--- src/rtl/bdf_pkg.sv ---
// Shared types for the BDF schedule sequencer: FSM state encoding and schedule word sizing.
package bdf_pkg;

   typedef enum logic [1:0] {SEQ_IDLE, SEQ_RUN, SEQ_LAST} seq_state_t;

   localparam int BDF_NUM_BUFS = 12;
   localparam int BDF_WORD_W   = 2 * BDF_NUM_BUFS;

   function automatic int sched_word_w(input int num_bufs);
      return 2 * num_bufs;
   endfunction

endpackage

--- src/rtl/sched_mem.sv ---
// Schedule store: simple dual-port RAM, synchronous write, registered read (1-cycle latency).
module sched_mem #(
   parameter  int WIDTH = 24,
   parameter  int DEPTH = 48,
   localparam int AW    = $clog2(DEPTH)
) (
   input  logic             clk,
   input  logic             wr_en,
   input  logic [AW-1:0]    wr_addr,
   input  logic [WIDTH-1:0] wr_data,
   input  logic             rd_en,
   input  logic [AW-1:0]    rd_addr,
   output logic [WIDTH-1:0] rd_data
);

   logic [WIDTH-1:0] mem_q [DEPTH];
   logic [WIDTH-1:0] rd_data_q, rd_data_d;

   always_comb begin
      rd_data_d = rd_data_q;
      if (rd_en) begin
         rd_data_d = mem_q[rd_addr];
      end
   end

   // Array and read register are intentionally left unreset.
   always_ff @(posedge clk) begin
      if (wr_en) begin
         mem_q[wr_addr] <= wr_data;
      end
      rd_data_q <= rd_data_d;
   end

   assign rd_data = rd_data_q;

endmodule

--- src/rtl/bdf_sched_seq.sv ---
// Replays a stored per-cycle toggle schedule onto the buffer bank for a programmable period,
// either N iterations or continuously until a graceful stop; first word appears two cycles after start.
module bdf_sched_seq
   import bdf_pkg::*;
#(
   parameter  int NUM_BUFS = BDF_NUM_BUFS,
   parameter  int DEPTH    = 48,
   parameter  int ITER_W   = 16,
   localparam int AW       = $clog2(DEPTH)
) (
   input  logic                  clk,
   input  logic                  rst_n,
   input  logic                  cfg_wr_en,
   input  logic [AW-1:0]         cfg_wr_addr,
   input  logic [2*NUM_BUFS-1:0] cfg_wr_data,
   input  logic [AW:0]           cfg_period,
   input  logic [ITER_W-1:0]     cfg_iters,
   input  logic                  start,
   input  logic                  stop,
   output logic                  busy,
   output logic                  done,
   output logic                  cfg_err,
   output logic [ITER_W-1:0]     iter_cnt,
   output logic                  buff_wr_toggle [NUM_BUFS],
   output logic                  buff_rd_toggle [NUM_BUFS]
);

   localparam int WORD_W = sched_word_w(NUM_BUFS);

   seq_state_t        state_q, state_d;
   logic [AW-1:0]     rd_addr_q, rd_addr_d;
   logic [AW-1:0]     last_addr_q, last_addr_d;
   logic [ITER_W-1:0] iters_q, iters_d;
   logic [ITER_W-1:0] iter_cnt_q, iter_cnt_d;
   logic              stop_pend_q, stop_pend_d;
   logic              pres_vld_q, pres_vld_d;
   logic              cfg_err_q, cfg_err_d;

   logic              is_idle;
   logic              addr_ok;
   logic              period_ok;
   logic              mem_wr_en;
   logic              mem_rd_en;
   logic              rd_wrap;
   logic              final_iter;
   logic [WORD_W-1:0] rd_data;

   assign is_idle    = (state_q == SEQ_IDLE);
   assign addr_ok    = (32'(cfg_wr_addr) < DEPTH);
   assign period_ok  = (cfg_period != '0) && (32'(cfg_period) <= DEPTH);
   assign mem_wr_en  = cfg_wr_en && is_idle && addr_ok;
   assign rd_wrap    = (rd_addr_q == last_addr_q);
   // Current iteration is iter_cnt_q+1, so it is the last one when iter_cnt_q == iters-1.
   assign final_iter = (iters_q != '0) && (iter_cnt_q == (iters_q - ITER_W'(1)));

   always_comb begin
      state_d     = state_q;
      rd_addr_d   = rd_addr_q;
      last_addr_d = last_addr_q;
      iters_d     = iters_q;
      iter_cnt_d  = iter_cnt_q;
      stop_pend_d = stop_pend_q;
      mem_rd_en   = 1'b0;
      cfg_err_d   = (cfg_wr_en && !(is_idle && addr_ok)) || (is_idle && start && !period_ok);

      case (state_q)
         SEQ_IDLE: begin
            stop_pend_d = 1'b0;
            if (start && period_ok) begin
               state_d     = SEQ_RUN;
               rd_addr_d   = '0;
               iter_cnt_d  = '0;
               last_addr_d = AW'(cfg_period - 1'b1);
               iters_d     = cfg_iters;
            end
         end
         SEQ_RUN: begin
            mem_rd_en   = 1'b1;
            stop_pend_d = stop_pend_q | stop;
            rd_addr_d   = rd_wrap ? '0 : rd_addr_q + AW'(1);
            if (rd_wrap) begin
               // Counter lands together with the presentation of the wrap word.
               if (!(&iter_cnt_q)) begin
                  iter_cnt_d = iter_cnt_q + ITER_W'(1);
               end
               if (final_iter || stop_pend_q || stop) begin
                  state_d = SEQ_LAST;
               end
            end
         end
         SEQ_LAST: begin
            state_d     = SEQ_IDLE;
            stop_pend_d = 1'b0;
         end
         default: begin
            state_d = SEQ_IDLE;
         end
      endcase

      pres_vld_d = mem_rd_en;
   end

   always_ff @(posedge clk or negedge rst_n) begin
      if (!rst_n) begin
         state_q     <= SEQ_IDLE;
         rd_addr_q   <= '0;
         last_addr_q <= '0;
         iters_q     <= '0;
         iter_cnt_q  <= '0;
         stop_pend_q <= 1'b0;
         pres_vld_q  <= 1'b0;
         cfg_err_q   <= 1'b0;
      end else begin
         state_q     <= state_d;
         rd_addr_q   <= rd_addr_d;
         last_addr_q <= last_addr_d;
         iters_q     <= iters_d;
         iter_cnt_q  <= iter_cnt_d;
         stop_pend_q <= stop_pend_d;
         pres_vld_q  <= pres_vld_d;
         cfg_err_q   <= cfg_err_d;
      end
   end

   sched_mem #(
      .WIDTH (WORD_W),
      .DEPTH (DEPTH)
   ) u_mem (
      .clk     (clk),
      .wr_en   (mem_wr_en),
      .wr_addr (cfg_wr_addr),
      .wr_data (cfg_wr_data),
      .rd_en   (mem_rd_en),
      .rd_addr (rd_addr_q),
      .rd_data (rd_data)
   );

   assign busy     = !is_idle;
   assign done     = (state_q == SEQ_LAST);
   assign cfg_err  = cfg_err_q;
   assign iter_cnt = iter_cnt_q;

   // The read register is unreset, so toggles are gated by whether a word was read last cycle.
   always_comb begin
      for (int k = 0; k < NUM_BUFS; k++) begin
         buff_wr_toggle[k] = pres_vld_q & rd_data[2*k];
         buff_rd_toggle[k] = pres_vld_q & rd_data[2*k+1];
      end
   end

endmodule

--- config.mk ---
export PLATFORM = sky130hd
export DESIGN_NAME = bdf_sched_seq
export DESIGN_NICKNAME = d
export VERILOG_FILES = /design/src/rtl/bdf_pkg.sv /design/src/rtl/sched_mem.sv /design/src/rtl/bdf_sched_seq.sv
export SDC_FILE = /design/constraint.sdc
export NUM_CORES = 1
export LEC_CHECK = 0
export ABC_AREA = 1
export BUFFER_PORTS_ARGS = -buffer_cell sky130_fd_sc_hd__buf_2
export CAP_MARGIN = 5
export CORE_UTILIZATION = 45
export CTS_BUF_LIST = sky130_fd_sc_hd__clkbuf_2
export DETAILED_ROUTE_END_ITERATION = 8
export GPL_TIMING_DRIVEN = 1
export HOLD_SLACK_MARGIN = 0.12
export PLACE_DENSITY = 0.6
export SETUP_SLACK_MARGIN = 0.05
export SLEW_MARGIN = 5
export SYNTH_ARGS = -nofsm -noshare
export SYNTH_HDL_FRONTEND = slang
export SYNTH_HIERARCHICAL = 1
export SYNTH_SLANG_ARGS = --single-unit
export TNS_END_PERCENT = 5
--- constraint.sdc ---
create_clock -name clk -period 6.85 [get_ports clk]
set_input_delay 1.0275 -clock clk [delete_from_list [all_inputs] [get_ports clk]]
set_output_delay 1.0275 -clock clk [all_outputs]
set_load 0.1 [all_outputs]
==> flow_summary.json, run 1 <==
{
  "post_cts_buffers": 0,
  "grt_pass1_wl_um": 214000,
  "clock_skew_ns": 0.179,
  "post_cts_resize_count": 0,
  "netlist_instances": 4347,
  "first_pass_iters": 5,
  "yosysUniqueCellTypes": 41,
  "ir_drop_uv": 580,
  "top_layer": "met5",
  "power.density_mw_per_mm2": 380,
  "worst_slack_ns": 2.60,
  "wl_um": 145000,
  "drt_iter0_markers": 4043,
  "wl_met1_um": 61800,
  "fp-row-count": 122,
  "syn_avg_cell_area_um2": 11.7,
  "hold_violations": 0,
  "worst-path-max-fanout": 6,
  "dr_wl_met2_um": 66000,
  "cts_buffer_depth": 4,
  "overflow": 0,
  "insertion_delay_ns": 1.57,
  "synth_area_mm2": 0.0509,
  "holdWs_ns": 0.403,
  "start_kind": "flop",
  "drive_gt1_share_pct": 16.1,
  "clkTransAtPathRegs_ns": 0.11,
  "die_x_um": 338,
  "routabilityCongestion": 0.865,
  "dr_wl_met3_um": 13300,
  "ctsRootBufferMaster": "clkbuf_2",
  "finalSetupViolCount": 0,
  "start_util_pct": 45.7,
  "max_freq_ghz": 0.236,
  "min_path_type": "input pin to flop",
  "seq_area_frac_synth_pct": 71.8,
  "ioPinCount": 101,
  "relSlewSlack_pct": 24.5,
  "cts_hold_buf": 73,
  "final_net_count": 4740,
  "status": "completed",
  "grt_antenna_before_repair": 7,
  "via_per_inst": 5.51,
  "dpl-instance-area_mm2": 0.0526,
  "grt_pass1_vias": 33300,
  "synthesis.nets": 4409,
  "areaGrowthSynthToFinish_pct": 10.1,
  "cts_tree": "built",
  "dieArea_mm2": 0.114,
  "vias": 35100,
  "h-tree-depth": 5,
  "synth-seq-cells": 1225,
  "gr-usage-all-layers_pct": 25.0,
  "period_minus_slack_ns": 4.25,
  "arrival_ns": 3.22,
  "clock-sinks": 1225,
  "p_leak_nw": 20.7,
  "yosysWarnings": 6,
  "dp_worst_setup_slack_ns": 3.11,
  "die_h_um": 338,
  "drv_slew": 0,
  "dp_hpwl_um": 79400,
  "drcViolationCount": 0,
  "rsz0062_at_grt": "false",
  "path_class": "flop to primary output",
  "antenna_left": 0,
  "max_slew.worst_pin.slew_ns": 1.13,
  "grt_start_max_net_pins": 187,
  "finalSetupTns_ns": 0,
  "cts-buffers-inserted": 332,
  "wl_per_cell_um": 22.8,
  "core-area_mm2": 0.111,
  "crit_required_ns": 5.82,
  "fin_crit_sh_pct": 62.0,
  "layout_commonest_cell": "nand2_1",
  "critPathCaptureType": "primary output",
  "max-cap-violations": 0,
  "fillers": 10000,
  "layout_common_cells": "nand2_1 (1,198), edfxtp_1 (1,176), nand3_1 (740)",
  "stdcell_area_mm2": 0.0560,
  "io_buffers": 100
}
registers in the layout, summed over array words and instances (netlist names), 2 cells and up:
register / flops
iter_cnt: 16
iters_q: 16
last_addr_q: 6
rd_addr_q: 6
state_q: 2
u_mem/mem_q: 1152
u_mem/rd_data: 24
report_power, final:
| group | switching, mW | leakage [nW] | total, mW | internal [mW] |
|---|---|---|---|---|
| Combinational | 5.75 | 7.33 | 7.66 | 1.91 |
| Sequential | 0.267 | 11.2 | 8.73 | 8.46 |
| Clock | 2.87 | 2.15 | 4.89 | 2.02 |
final cells by class:
| cell class | count | area, um^2 | area share (%) |
|---|---|---|---|
| multi-input combinational | 2747 | 12500 | 22.3 |
| clock buffer | 482 | 2410 | 4.31 |
| timing repair buffer | 256 | 1920 | 3.42 |
| inverter | 116 | 478 | 0.853 |
| tap | 1488 | 1860 | 3.32 |
| sequential | 1225 | 36600 | 65.3 |
| clock inverter | 39 | 284 | 0.507 |
| antenna | 9 | 22.5 | 0.0402 |
cells in the mapped netlist, drive strengths merged:
| library cell | count | share of area, % |
|---|---|---|
| dfrtp | 49 | 2.4 |
| a21oi | 1 | 0.0098 |
| buf | 199 | 2.7 |
| o211ai | 97 | 1.4 |
| inv | 114 | 0.85 |
| nor3 | 15 | 0.15 |
| a22o | 1 | 0.017 |
| nor4 | 5 | 0.074 |
| nor2 | 393 | 2.9 |
| nand3 | 742 | 7.3 |
| xor2 | 10 | 0.17 |
| edfxtp | 1176 | 69 |
| clkinv | 2 | 0.025 |
| o21ai | 237 | 2.5 |
| nand3b | 4 | 0.059 |
| xnor2 | 10 | 0.17 |
| ha | 4 | 0.098 |
| a32o | 1 | 0.020 |
| or2 | 4 | 0.049 |
| nand2 | 1215 | 9.0 |
| clkbuf | 60 | 0.44 |
| a41oi | 1 | 0.017 |
| nand4 | 7 | 0.086 |
per-layer routing:
layer  GRT usage [%]  up-vias
li1                -    16100
met4            8.95        6
met5               0        -
met1            35.7    17100
met3            5.47      230
met2            37.7     1672
stage by stage:
step / utilization (%) / total power, mW / std cells
2_1_floorplan: - / 14.3 / 4347
3_3_place_gp: 47.2 / 16.4 / 5759
3_5_place_dp: 47.2 / 16.4 / 5759
4_1_cts: 50.2 / 21.3 / 6353
5_1_grt: 50.3 / 22.5 / 6360
6_report: 50.3 / 21.3 / 6362
critical path, cell delays in order, from the launching register on:
cell and delay (ns):
dfrtp_1 0.46, nor2_1 0.79, inv_1 0.18, buf_2 0.35
worst paths after layout:
path	endpoint	cells past startpoint	slack [ns]	startpoint
max in group asynchronous	rd_addr_q[2]	4	5.54	rst_n
max	busy	3	2.60	state_q[1]
max reg2reg	u_mem/rd_data[20]	10	2.76	rd_addr_q[0]
min in group asynchronous	iter_cnt[0]	4	0.75	rst_n
min reg2reg	iters_q[13]	2	0.53	iters_q[13]
min	last_addr_q[1]	6	0.40	cfg_period[6]
logic make-up after synthesis:
| kind of cell | after synthesis | synth area share, % |
|---|---|---|
| AO/OA/AOI/OAI | 338 | 3.96 |
| XOR/XNOR | 20 | 0.344 |
| adder cells (fa/ha/maj) | 4 | 0.0984 |
| buffers and inverters | 375 | 4.04 |
| flip-flops | 1225 | 71.8 |
| AND/OR/NAND/NOR | 2385 | 19.7 |
Power figures use the tool's default switching activity.
==> inputs of run 2 (changes only) <==
==> constraint.sdc (replaced) <==
create_clock -name clk -period 4.2 [get_ports clk]
set_input_delay 0.63 -clock clk [delete_from_list [all_inputs] [get_ports clk]]
set_output_delay 0.63 -clock clk [all_outputs]
set_load 0.1 [all_outputs]
==> run 2 against run 1 <==
Effect of this change:
- first-iteration DRC count down 14%
- die area unchanged
- highest routed layer unchanged
- critical endpoint unchanged
- non-clock buffer count up 34
- largest cell class unchanged
- total power up 62%
- setup slack worse by 2.3 ns
==> flow_summary.json, run 2 (synthesis results as in run 1) <==
{
  "max_slew.worst_pin.slew_ns": 1.26,
  "drt_iter0_markers": 3497,
  "finalSetupViolCount": 0,
  "seq_area_mm2": 0.0366,
  "wl_um": 145000,
  "hold_violations": 0,
  "rsz0062_at_grt": "false",
  "post_cts_buffers": 0,
  "min_path_type": "input pin to flop",
  "vias": 35100,
  "p_seq_share_pct": 41.6,
  "dieArea_mm2": 0.114,
  "hold_path.startpoint": "cfg_wr_data[16]",
  "stdcell_area_mm2": 0.0565,
  "ctsRootBufferMaster": "clkbuf_2",
  "finalSetupTns_ns": 0,
  "drv_slew": 0,
  "fp-row-count": 122,
  "worst-path-max-fanout": 5,
  "grt_start_max_net_pins": 217,
  "clock-sinks": 1225,
  "start_util_pct": 45.7,
  "intPower_mw": 20.3,
  "crit_path_start": "state_q[1]",
  "io_buffers": 100,
  "cts-buffers-inserted": 326,
  "fillers": 9992,
  "dp_worst_setup_slack_ns": 0.944,
  "p_comb_share_pct": 35.6,
  "dpl-instance-area_mm2": 0.0528,
  "dp_hpwl_um": 75500,
  "ioPinCount": 101,
  "drcViolationCount": 0,
  "layout_commonest_cell": "nand2_1",
  "final_net_count": 4768,
  "antenna_left": 0,
  "grt_pass1_vias": 34200,
  "path_class": "flop to primary output",
  "cts_buffer_depth": 4,
  "fin_cells": 6390,
  "r2r-start": "state_q[1]",
  "layout_common_cells": "nand2_1 (1,198), edfxtp_1 (1,176), nand3_1 (740)",
  "ir_drop_uv": 821,
  "largest_register_ffs": 1152,
  "multi_input_area_mm2": 0.0125,
  "crit_required_ns": 3.57,
  "drive_gt1_share_pct": 15.8,
  "arrival_ns": 3.30,
  "cts_tree": "built",
  "placed_cells": 5764,
  "first_pass_iters": 6,
  "routabilityCongestion": 0.861,
  "switchingPower_mw": 14.2,
  "max-cap-violations": 0,
  "clkTransAtPathRegs_ns": 0.10,
  "relSlewSlack_pct": 15.9,
  "gr-usage-all-layers_pct": 25.1,
  "grt_antenna_before_repair": 8,
  "overflow": 0,
  "core-area_mm2": 0.111,
  "die_h_um": 338,
  "clock_skew_ns": 0.178,
  "areaGrowthSynthToFinish_pct": 11.0,
  "via_per_inst": 5.49,
  "start_kind": "flop",
  "p_leak_nw": 20.9,
  "wl_per_cell_um": 22.6,
  "grt_pass1_wl_um": 214000,
  "regMostFlops": "u_mem/mem_q",
  "fin_crit_sh_pct": 93.6,
  "h-tree-depth": 5,
  "status": "completed",
  "max_freq_ghz": 0.254,
  "power.density_mw_per_mm2": 611,
  "switching_share_pct": 41.2,
  "die_x_um": 338,
  "clockPowerShare_pct": 22.8,
  "critPathCaptureType": "primary output",
  "period_minus_slack_ns": 3.93,
  "worst_slack_ns": 0.269,
  "insertion_delay_ns": 1.54
}
[run 2: changes by cell type in the layout (fill, tap and decap cells not counted), moves of 2 or more]
cell / delta
clkbuf_2: -17
dlygate4sd3_1: +28
clkinv_1: +13
clkinvlp_4: +2
buf_12: +15
clkinv_2: -3
buf_4: -9
clkinv_4: +2
diode_2: -4
[run 2: area by class of cell]
type	count	area share, %
repair buffers	290	4.30
flip-flops and latches	1225	64.7
multi-input cells	2747	22.1
diodes	5	0.0221
well taps	1488	3.30
clock inverters	54	0.627
inverters	116	0.846
clock buffers	465	4.12
[run 2: critical path: stages, from the launching register on]
cell	delay (ns)
dfrtp_1	0.44
nor2_1	0.87
inv_1	0.13
buf_2	0.35
[run 2: what timing repair did]
item | in CTS | in global routing
endpoints found under the setup margin | 18 | 0
gates resized for setup | 1 | 0
hold buffers | 102 | 0
endpoints found under the hold margin | 2333 | 0
[run 2: worst paths after layout]
check,cells after the start,slack [ns],end
max in group asynchronous,6,2.77,rd_addr_q[3]
worst min register to register,1,0.53,stop_pend_q
min in group asynchronous,5,0.72,iter_cnt[4]
worst min-delay path,2,0.34,u_mem/mem_q[44][16]
worst max register to register,8,0.50,u_mem/mem_q[32][13]
worst max-delay path,3,0.27,busy
[run 2: power groups by stage]
stage / Combinational (mW) / Clock, mW / Sequential [mW]
after floorplan: 8.98 / 0 / 14.3
after global placement: 12.0 / 0 / 14.6
after detailed placement: 12.1 / 0 / 14.6
after CTS: 12.3 / 8.08 / 14.3
after global routing: 13.5 / 8.67 / 14.4
final: 12.3 / 7.86 / 14.4
[run 2: through the flow]
step	total power, mW	utilization [%]	hold WS (ns)
finish	34.5	50.7	0.343
global route	36.5	50.7	0.187
CTS	34.7	50.7	0.132
detailed placement	26.7	47.4	0.503
global placement	26.6	47.4	0.498
floorplan	23.3	-	0.334
[run 2: metal layers]
layer	track usage (%)	up-vias	wire length, um
li1	-	16100	-
met1	34.3	17100	61100
met2	39.9	1584	68100
met3	4.43	246	11400
met4	9.56	6	3830
met5	0	-	37
